$ cat src/rtl/if_fetch_unit_pkg.sv
// Shared fetch-stage definitions: reset PC, NOP encoding, BTB counter states,
// BTB lookup/update bundles and the saturating counter helpers.
package if_fetch_unit_pkg;

    localparam logic [31:0] RESET_PC_DEF = 32'h0000_0000;
    localparam logic [31:0] NOP          = 32'h0000_0000;

    typedef enum logic [1:0] {
        CTR_SNT = 2'b00,
        CTR_WNT = 2'b01,
        CTR_WT  = 2'b10,
        CTR_ST  = 2'b11
    } ctr_e;

    typedef struct packed {
        logic        valid;
        logic [31:2] pc;
        logic        taken;
        logic [31:0] target;
    } btb_upd_t;

    typedef struct packed {
        logic        hit;
        logic        taken;
        logic [31:0] target;
    } btb_lkp_t;

    function automatic ctr_e sat_inc(input ctr_e c);
        return (c == CTR_ST) ? CTR_ST : ctr_e'(c + 2'd1);
    endfunction

    function automatic ctr_e sat_dec(input ctr_e c);
        return (c == CTR_SNT) ? CTR_SNT : ctr_e'(c - 2'd1);
    endfunction

endpackage

$ cat src/rtl/if_fetch_unit_if.sv
// Fetch-stage bus: stall/redirect and BTB training in from hazard/EX logic,
// fetch PC, PC4, instruction and prediction out to IF/ID.
interface if_fetch_unit_if;

    logic        pc_write;
    logic        redirect;
    logic [31:0] redirect_pc;
    logic        upd_valid;
    logic [31:0] upd_pc;
    logic        upd_taken;
    logic [31:0] upd_target;
    logic [31:0] pc_out;
    logic [31:0] PC4;
    logic [31:0] instr_code;
    logic        pred_taken;
    logic [31:0] pred_target;

    modport master (
        output pc_write, redirect, redirect_pc,
        output upd_valid, upd_pc, upd_taken, upd_target,
        input  pc_out, PC4, instr_code, pred_taken, pred_target
    );

    modport slave (
        input  pc_write, redirect, redirect_pc,
        input  upd_valid, upd_pc, upd_taken, upd_target,
        output pc_out, PC4, instr_code, pred_taken, pred_target
    );

endinterface

$ cat src/rtl/if_fetch_unit_btb.sv
// Direct-mapped branch target buffer with 2-bit saturating counters.
// Lookup is combinational from the stored state; updates land on the clock edge.
module if_fetch_unit_btb
    import if_fetch_unit_pkg::*;
#(
    parameter int BTB_ENTRIES = 16
) (
    input  logic        clk,
    input  logic        reset,
    input  logic [31:2] lk_pc,
    output btb_lkp_t    lk,
    input  btb_upd_t    upd
);

    localparam int IB = $clog2(BTB_ENTRIES);
    localparam int TW = 30 - IB;

    logic [BTB_ENTRIES-1:0]         valid_q, valid_d;
    logic [BTB_ENTRIES-1:0][TW-1:0] tag_q,   tag_d;
    logic [BTB_ENTRIES-1:0][31:0]   tgt_q,   tgt_d;
    ctr_e [BTB_ENTRIES-1:0]         ctr_q,   ctr_d;

    logic [IB-1:0] lk_idx, up_idx;
    logic [TW-1:0] lk_tag, up_tag;
    logic          up_hit;

    assign lk_idx = lk_pc[IB+1:2];
    assign lk_tag = lk_pc[31:IB+2];
    assign up_idx = upd.pc[IB+1:2];
    assign up_tag = upd.pc[31:IB+2];
    assign up_hit = valid_q[up_idx] && (tag_q[up_idx] == up_tag);

    // Lookup reads only the registered state, so a same-cycle update is not visible.
    always_comb begin
        lk.hit    = valid_q[lk_idx] && (tag_q[lk_idx] == lk_tag);
        lk.taken  = lk.hit && ctr_q[lk_idx][1];
        lk.target = tgt_q[lk_idx];
    end

    always_comb begin
        valid_d = valid_q;
        tag_d   = tag_q;
        tgt_d   = tgt_q;
        ctr_d   = ctr_q;
        if (upd.valid) begin
            if (up_hit) begin
                if (upd.taken) begin
                    ctr_d[up_idx] = sat_inc(ctr_q[up_idx]);
                    tgt_d[up_idx] = upd.target;
                end else begin
                    ctr_d[up_idx] = sat_dec(ctr_q[up_idx]);
                end
            end else if (upd.taken) begin
                valid_d[up_idx] = 1'b1;
                tag_d[up_idx]   = up_tag;
                tgt_d[up_idx]   = upd.target;
                ctr_d[up_idx]   = CTR_WT;
            end
        end
    end

    always_ff @(posedge clk or negedge reset) begin
        if (!reset) begin
            valid_q <= '0;
            tag_q   <= '0;
            tgt_q   <= '0;
            ctr_q   <= {BTB_ENTRIES{CTR_SNT}};
        end else begin
            valid_q <= valid_d;
            tag_q   <= tag_d;
            tgt_q   <= tgt_d;
            ctr_q   <= ctr_d;
        end
    end

endmodule

$ cat src/rtl/if_fetch_unit.sv
// Instruction fetch stage: PC register, instruction ROM, BTB prediction and
// next-PC selection (redirect > stall > predicted target > PC+4).
module if_fetch_unit
    import if_fetch_unit_pkg::*;
#(
    parameter logic [31:0] RESET_PC    = RESET_PC_DEF,
    parameter int          IMEM_DEPTH  = 256,
    parameter int          BTB_ENTRIES = 16,
    // ROM image, word i at IMEM_INIT[i]; defaults to all NOPs
    parameter logic [IMEM_DEPTH-1:0][31:0] IMEM_INIT = {IMEM_DEPTH{NOP}}
) (
    input logic            clk,
    input logic            reset,
    if_fetch_unit_if.slave fif
);

    localparam int IW = $clog2(IMEM_DEPTH);

    logic [31:0]   pc_q, pc_d;
    logic [31:0]   pc4;
    logic [IW-1:0] rom_idx;
    btb_lkp_t      lk;
    btb_upd_t      upd;
    logic          unused_low_bits;

    assign pc4     = pc_q + 32'd4;
    assign rom_idx = pc_q[IW+1:2];

    assign upd.valid  = fif.upd_valid;
    assign upd.pc     = fif.upd_pc[31:2];
    assign upd.taken  = fif.upd_taken;
    assign upd.target = fif.upd_target;

    // Instructions are word aligned, so the byte-offset bits carry no information.
    assign unused_low_bits = ^{fif.redirect_pc[1:0], fif.upd_pc[1:0]};

    if_fetch_unit_btb #(
        .BTB_ENTRIES(BTB_ENTRIES)
    ) u_btb (
        .clk   (clk),
        .reset (reset),
        .lk_pc (pc_q[31:2]),
        .lk    (lk),
        .upd   (upd)
    );

    // A flush must win over a stall, otherwise a stalled wrong-path fetch sticks.
    always_comb begin
        pc_d = pc_q;
        if (fif.redirect) begin
            pc_d = {fif.redirect_pc[31:2], 2'b00};
        end else if (!fif.pc_write) begin
            pc_d = pc_q;
        end else if (lk.taken) begin
            pc_d = lk.target;
        end else begin
            pc_d = pc4;
        end
    end

    always_ff @(posedge clk or negedge reset) begin
        if (!reset) begin
            pc_q <= RESET_PC;
        end else begin
            pc_q <= pc_d;
        end
    end

    assign fif.pc_out      = pc_q;
    assign fif.PC4         = pc4;
    assign fif.instr_code  = IMEM_INIT[rom_idx];
    assign fif.pred_taken  = lk.taken;
    assign fif.pred_target = lk.target;

endmodule

$ cat src/flat_wrapper.sv
// flat-port wrapper written by rule: the top's interface ports become plain ports
module if_fetch_unit_flat import if_fetch_unit_pkg::*;
#(
    parameter logic [31:0] RESET_PC    = RESET_PC_DEF,
    parameter int          IMEM_DEPTH  = 256,
    parameter int          BTB_ENTRIES = 16,
                                                              
    parameter logic [IMEM_DEPTH-1:0][31:0] IMEM_INIT = {IMEM_DEPTH{NOP}}
)
  (clk, reset, fif_pc_write, fif_redirect, fif_redirect_pc, fif_upd_valid, fif_upd_pc, fif_upd_taken, fif_upd_target, fif_pc_out, fif_PC4, fif_instr_code, fif_pred_taken, fif_pred_target);
  if_fetch_unit_if fif_i ();
  input logic clk;
  input logic reset;
  input wire logic [$bits(fif_i.pc_write)-1:0] fif_pc_write;
  input wire logic [$bits(fif_i.redirect)-1:0] fif_redirect;
  input wire logic [$bits(fif_i.redirect_pc)-1:0] fif_redirect_pc;
  input wire logic [$bits(fif_i.upd_valid)-1:0] fif_upd_valid;
  input wire logic [$bits(fif_i.upd_pc)-1:0] fif_upd_pc;
  input wire logic [$bits(fif_i.upd_taken)-1:0] fif_upd_taken;
  input wire logic [$bits(fif_i.upd_target)-1:0] fif_upd_target;
  output wire logic [$bits(fif_i.pc_out)-1:0] fif_pc_out;
  output wire logic [$bits(fif_i.PC4)-1:0] fif_PC4;
  output wire logic [$bits(fif_i.instr_code)-1:0] fif_instr_code;
  output wire logic [$bits(fif_i.pred_taken)-1:0] fif_pred_taken;
  output wire logic [$bits(fif_i.pred_target)-1:0] fif_pred_target;
  assign fif_i.pc_write = fif_pc_write;
  assign fif_i.redirect = fif_redirect;
  assign fif_i.redirect_pc = fif_redirect_pc;
  assign fif_i.upd_valid = fif_upd_valid;
  assign fif_i.upd_pc = fif_upd_pc;
  assign fif_i.upd_taken = fif_upd_taken;
  assign fif_i.upd_target = fif_upd_target;
  assign fif_pc_out = fif_i.pc_out;
  assign fif_PC4 = fif_i.PC4;
  assign fif_instr_code = fif_i.instr_code;
  assign fif_pred_taken = fif_i.pred_taken;
  assign fif_pred_target = fif_i.pred_target;
  if_fetch_unit #(.RESET_PC(RESET_PC), .IMEM_DEPTH(IMEM_DEPTH), .BTB_ENTRIES(BTB_ENTRIES), .IMEM_INIT(IMEM_INIT)) u_core (.clk(clk), .reset(reset), .fif(fif_i));
endmodule
$ cat config.mk
export PLATFORM = sky130hd
export DESIGN_NAME = if_fetch_unit_flat
export DESIGN_NICKNAME = d
export VERILOG_FILES = /design/src/rtl/if_fetch_unit_pkg.sv /design/src/rtl/if_fetch_unit_if.sv /design/src/rtl/if_fetch_unit_btb.sv /design/src/rtl/if_fetch_unit.sv /design/src/flat_wrapper.sv
export SDC_FILE = /design/constraint.sdc
export NUM_CORES = 2
export LEC_CHECK = 0
export ABC_AREA = 1
export CORE_MARGIN = 2
export CORE_UTILIZATION = 35
export CTS_CLUSTER_SIZE = 14
export DETAILED_ROUTE_END_ITERATION = 8
export DONT_BUFFER_PORTS = 1
export GPL_TIMING_DRIVEN = 0
export PLACE_DENSITY_LB_ADDON = 0.3
export SLEW_MARGIN = 20
export SYNTH_ARGS = -nofsm -noshare
export SYNTH_HDL_FRONTEND = slang
export SYNTH_HIERARCHICAL = 1
export SYNTH_SLANG_ARGS = --single-unit
$ cat constraint.sdc
create_clock -name clk -period 3.9 [get_ports clk]
set_input_delay 0.585 -clock clk [delete_from_list [all_inputs] [get_ports clk]]
set_output_delay 0.585 -clock clk [all_outputs]
set_load 0.1 [all_outputs]
# Yosys cells after proc, flatten, opt, wreduce, memory -nomap -nowiden
# Memory sizes are Yosys's and may differ from the RTL's.
# Cells that the tools add are included.
# word_totals
in_bits	102
out_inout_bits	129
reg_bits	1008
mem_bits_ro	8192
memories	1
elab_cells	111
# memory_table
name	words	width	read_ports	rd_clocked_by_memory_dff	write_ports	line_no	source
(name not given)	256	32	1	0	0	if_fetch_unit.sv:71	assign fif.instr_code = IMEM_INIT[rom_idx];
# op_classes
n_bitwise	5
muxes	35
n_addsub	3
n_reduce_logical	10
order_cmp	4
n_eq_ne	3
# op_table
operator	count
512-bit bitwise mux	1
416-bit bitwise mux	1
32-bit two-way mux	9
26-bit binary-select mux with 4-bit select	2
32-bit binary-select mux with 4-bit select	1
32-bit demux with 4-bit select	1
26-bit demux with 4-bit select	1
26-bit two-way mux	3
32-bit bitwise mux	2
26-bit == test	2
32-bit by 3-bit adder with 32-bit output (second input constant)	1
16-bit OR	2
16-bit AND	1
2-bit binary-select mux with 4-bit select	2
16-bit inverter	1
4-bit by 5-bit less-than comparator with 1-bit output (second input constant)	2
2-bit two-way mux	5
8-bit by 9-bit less-than comparator with 1-bit output (second input constant)	1
1-bit binary-select mux with 4-bit select	2
2-bit demux with 4-bit select	1
1-bit demux with 4-bit select	1
4-bit by 1-bit greater-or-equal comparator with 1-bit output (second input constant)	1
1-bit logical AND	4
2-bit AND reduction	2
8 further kinds	11

# Depth between registers and ports, before layout
# depth
word_depth	8
mapped_depth	24
mapped_depth_nobuf	20

# Cells and area by module
# Netlist, hierarchy kept.
# modules_own_cells
mod	area_each_um2	seq_area_each_um2	n_inst	cells_per_inst
if_fetch_unit_btb	49150.9	24423.4	1	6468
if_fetch_unit	2785.2	800.8	1	396

# Worst setup path after synthesis
# No wires, ideal clock.
# synth_timing
path_kind	reg-to-reg
start	reg u_core.pc_q[2], in the netlist u_core/fif.pc_out[2]
end	reg u_core.pc_q[0], in the netlist u_core/fif.pc_out[0]
period_less_slack_ns	5.753
setup_ns	0.125
slack_ns	-1.853
path_buffers	4
arrival_ns	5.628
required_time_ns	3.775
stages_incl_launch_ff	19
cell_sequence	dfrtp_1 clkbuf_1 inv_2 clkbuf_1 clkbuf_1 a21oi_1 o21ai_0 nand3_1 o21ai_0 o21ai_0 xnor2_1 nand2_1 nor2_1 nand3b_1 nor3_1 nor2_1 clkbuf_1 o21ai_0 nand2_1
# synth_via
elab_chain_cells	8
word_cells_on_any_way	14
classes_between	eq/ne: 1; mux: 11; reduce/logical: 2
# synth_lines
element	line_no	source
start: declaration	if_fetch_unit.sv:19	logic [31:0] pc_q, pc_d;
start signal: assignment	if_fetch_unit.sv:65	pc_q <= pc_d;
26-bit binary-select mux with 4-bit select	if_fetch_unit_btb.sv:35	lk.hit = valid_q[lk_idx] && (tag_q[lk_idx] == lk_tag);
26-bit two-way mux (not written as such)	if_fetch_unit_btb.sv:35	
26-bit == test	if_fetch_unit_btb.sv:35	
1-bit logical AND	if_fetch_unit_btb.sv:35	
1-bit logical AND (*)	if_fetch_unit_btb.sv:36	lk.taken = lk.hit && ctr_q[lk_idx][1];
via fif_pred_taken	flat_wrapper.sv:24	output wire logic [$bits(fif_i.pred_taken)-1:0] fif_pred_taken;
32-bit two-way mux (*)	if_fetch_unit.sv:54	end else if (lk.taken) begin
32-bit two-way mux (*)	if_fetch_unit.sv:52	end else if (!fif.pc_write) begin
32-bit two-way mux (*)	if_fetch_unit.sv:50	if (fif.redirect) begin
# Mark *: on every way through the listed nets, which the timed path passes. The rest lies on a longest branch. The select of a mux whose other input is x is not followed.
# A chain may end at the register's enable or synchronous reset.

# Worst setup path after layout
# layout_timing
start	reg u_core.pc_q[3], in the netlist u_core/fif.pc_out[3]
end	out fif_pred_taken
# layout_via
elab_chain_cells	5
word_cells_on_any_way	9
classes_between	eq/ne: 1; mux: 6; reduce/logical: 2
# layout_lines
element	line_no
26-bit binary-select mux with 4-bit select	if_fetch_unit_btb.sv:35
26-bit two-way mux (not written as such)	if_fetch_unit_btb.sv:35
26-bit == test	if_fetch_unit_btb.sv:35
1-bit logical AND	if_fetch_unit_btb.sv:35
1-bit logical AND (*)	if_fetch_unit_btb.sv:36
end: declaration	flat_wrapper.sv:24
# Mark *: on every way between the ends. The rest lies on a longest branch, timed or not. The select of a mux whose other input is x is not followed.

==> impl_metrics.ini <==
[job]
max_cap_violations = 0

[placed_design]
routabilityCongestion = 1.03
placed_cells = 8838
hpwl_mm = 204
port-buffer-count = 0
dpl_worst_slack_ns = -3.39

[timing]
hold_violations = 4
grt_setup_unrepaired = yes
report.final.slew_viol_count = 0
fmax_ghz = 0.216
post_route_setup_slack_ns = -0.728
maxSlewHeadroom_pct = 21.4
setup_viol_count_final = 160
tightest_slew_ns = 1.18
timing.final.crit_share_pct = 119
hold_ws_ns = -0.0115
finClkSkew_ns = 0.0799
final.min_clock_period_ns = 4.63

[routing]
initialDrtViolationCount = 8354
finalWirelength_mm = 295
routed_wire_length_per_instance_um = 32.3
vias = 55300
detail_route.drc_violations = 0
postRouteAntennaNets = 0
drt_first_pass_iters = 8
detail_route.vias_per_cell = 6.05

[pwr]
total_switching_power_uw = 15400
power.share.sequential_pct = 36.9
combinationalPowerShare_pct = 31.0
p_per_area_nw_per_um2 = 602
max-vdd-ir-drop_uv = 437
power.static_leakage_uw = 0.0290
power.switching_fraction_pct = 39.9
internal_power_uw = 23100
share_clk_of_total_power_pct = 32.1

[floorplan]
die_wd_um = 389
die_area_sq_um = 151000
num_rows = 141
design.core.area_sq_um = 147000
design.portCount = 231
initial_utilization_pct = 35.2
die_height_um = 389

[final_layout]
finish.net_count = 7212
layoutNonFillerInstCount = 9142
final_core_util_pct = 43.3
post_route_cells_drive_above_1_share_pct = 13.6
n_fill_cell = 14900
area_growth_syn_to_layout_pct = 23.1

[grt]
antenna_violations_before_repair = 20
grt_total_usage_pct = 37.7
grt_first_pass_wirelength_mm = 403
grt_pass1_vias = 51100
grt_max_degree = 235
grt_overflow = 0

[clock_network]
clock_tree.root_cell = sky130_fd_sc_hd__clkbuf_16
clk_latency_ns = 0.81
max-clock-path-buffers = 3
tritoncts = yes
clkSlewWorstSetupHoldPaths_ns = 0.06
clock-sinks = 1008
cts_max_level = 3
tritoncts.num_buffers = 116

[logic_synthesis]
syn-cell-area_sq_um = 51900
synth.yosys.warnings = 6
syn_area_per_cell_sq_um = 7.57
synthCells = 6863

[worst_setup_path]
worst_path_max_fanout = 10
worst-path-stages = 16
crit_path_start_kind = register
critical_path_s_largest_stage_delay_ns = 0.68
cp.required_ns = 3.31
arrival_time_worst_endpoint_ns = 4.04
worstPathCellList = clkbuf_16 > inv_8 > clkbuf_16 > buf_4 > clkbuf_8 > o211ai_1 > nand3_1 > nand3_1 > nand2_2 > o21ai_1 > nor2_1 > nand2_1 > nor2_1 > nand2_1 > nor3_4 > clkbuf_16
setup.worst_path.end_class = output pin
critical_path_buf_inv_count = 6
cpMostUsedCell = sky130_fd_sc_hd__clkbuf_16
path_class = reg2out
critPathSlowestCell = sky130_fd_sc_hd__dfrtp_4
timing.reg2reg.worst_path_depth = 19
timing.critical_path.max_delay_family = simple AND/OR/NAND/NOR gates

[run_status]
status = complete, but fails checks
failed_checks = hold timing, setup timing

[min_path]
min_delay_path_depth = 2
worstHoldPathType = in2reg
-- cell usage in the layout, fill, tap and decap left out, types with 21 or more instances in the layout --
cell type,instances
sky130_fd_sc_hd__nand2_1,2121
sky130_fd_sc_hd__o21ai_0,1215
sky130_fd_sc_hd__dfrtp_1,988
sky130_fd_sc_hd__nor2_1,503
sky130_fd_sc_hd__inv_1,283
sky130_fd_sc_hd__o21ai_1,207
sky130_fd_sc_hd__clkbuf_1,191
sky130_fd_sc_hd__clkbuf_16,151
sky130_fd_sc_hd__nand3_1,151
sky130_fd_sc_hd__a21oi_1,116
sky130_fd_sc_hd__buf_4,113
sky130_fd_sc_hd__o211ai_1,101
sky130_fd_sc_hd__o221ai_1,95
sky130_fd_sc_hd__clkbuf_8,90
sky130_fd_sc_hd__buf_2,87
sky130_fd_sc_hd__o21a_1,86
sky130_fd_sc_hd__clkbuf_4,53
sky130_fd_sc_hd__clkbuf_2,44
sky130_fd_sc_hd__nand2_2,41
sky130_fd_sc_hd__o22ai_1,38
sky130_fd_sc_hd__nand3_2,34
sky130_fd_sc_hd__conb_1,32
sky130_fd_sc_hd__nand2_4,28
sky130_fd_sc_hd__nand2_8,27
sky130_fd_sc_hd__buf_12,23
sky130_fd_sc_hd__inv_2,23
sky130_fd_sc_hd__o221ai_2,23
sky130_fd_sc_hd__clkinv_2,22
sky130_fd_sc_hd__buf_6,22
sky130_fd_sc_hd__dlygate4sd3_1,21
-- timing repair --
item / 4_1_cts / 5_1_grt
endpoints found under the setup margin: 554 / 539
hold buffers: 13 / 9
pin swaps: 52 / 121
gates resized for setup: 632 / 318
hold endpoints to repair: 14 / 111
buffers inserted: 31 / 22
cloned: 5 / 3
-- metrics by stage --
step / setup TNS [ns] / power (uW) / area (sq um)
after detailed placement: -952.83 / 24200 / 55100
after CTS: -30.17 / 37500 / 62300
final: -30.01 / 38500 / 63900
after global placement: -894.22 / 23700 / 54500
after global routing: -29.79 / 39600 / 63900
after floorplan: -1.48 / 19900 / 52100
-- metal layers --
metal	share of wire, %	track usage [%]
met4	7.8	24.1
met2	43	56.2
met1	37	47.6
met5	0.017	0
met3	13	11.2
-- sequential cells by signal, summed over array words and instances, names as in the netlist --
signal,cells
u_core/u_btb/ctr_q,32
u_core/u_btb/tgt_q,512
u_core/fif.pc_out,32
u_core/u_btb/valid_q,16
u_core/u_btb/tag_q,416
-- power by group through the flow --
stage | Sequential [uW] | Combinational [uW] | Clock, uW
6_report | 14200 | 11900 | 12300
3_3_place_gp | 14200 | 9510 | 0
2_1_floorplan | 13700 | 6140 | 0
3_5_place_dp | 14200 | 9980 | 0
5_1_grt | 14400 | 12400 | 12800
4_1_cts | 14100 | 11000 | 12400
-- area by class of cell --
type	count	area (sq um)	area share, %
sequential	1008	25300	39.5
multi-input combinational	4998	25000	39.0
buffer	574	4480	7.01
clock buffer	161	3370	5.28
tap	1930	2410	3.78
timing repair buffer	97	1280	2.00
inverter	314	1210	1.89
clock inverter	55	940	1.47
antenna	5	12.5	0.0196
-- worst reg2reg max path, delay by kind of cell, from the launching register on --
family	cells	cell delay [ns]
AO/OA/AOI/OAI	5	1.25
flip-flops	1	0.68
XOR/XNOR	1	0.20
AND/OR/NAND/NOR	6	0.74
buffers and inverters	7	1.33
-- path summary, 6_finish.rpt --
check | startpoint | end | slack [ns]
max | u_core/fif.pc_out[3] | fif_pred_taken | -0.73
min | fif_redirect_pc[28] | u_core/fif.pc_out[28] | -0.01
max reg2reg | u_core/fif.pc_out[3] | u_core/fif.pc_out[13] | -0.39
min reg2reg | u_core/u_btb/valid_q[9] | u_core/u_btb/valid_q[9] | 0.47
max in group asynchronous | reset | u_core/u_btb/tgt_q[190] | 0.54
min in group asynchronous | reset | u_core/u_btb/tag_q[359] | 0.52
No activity file was read; power rests on OpenSTA's default activity.
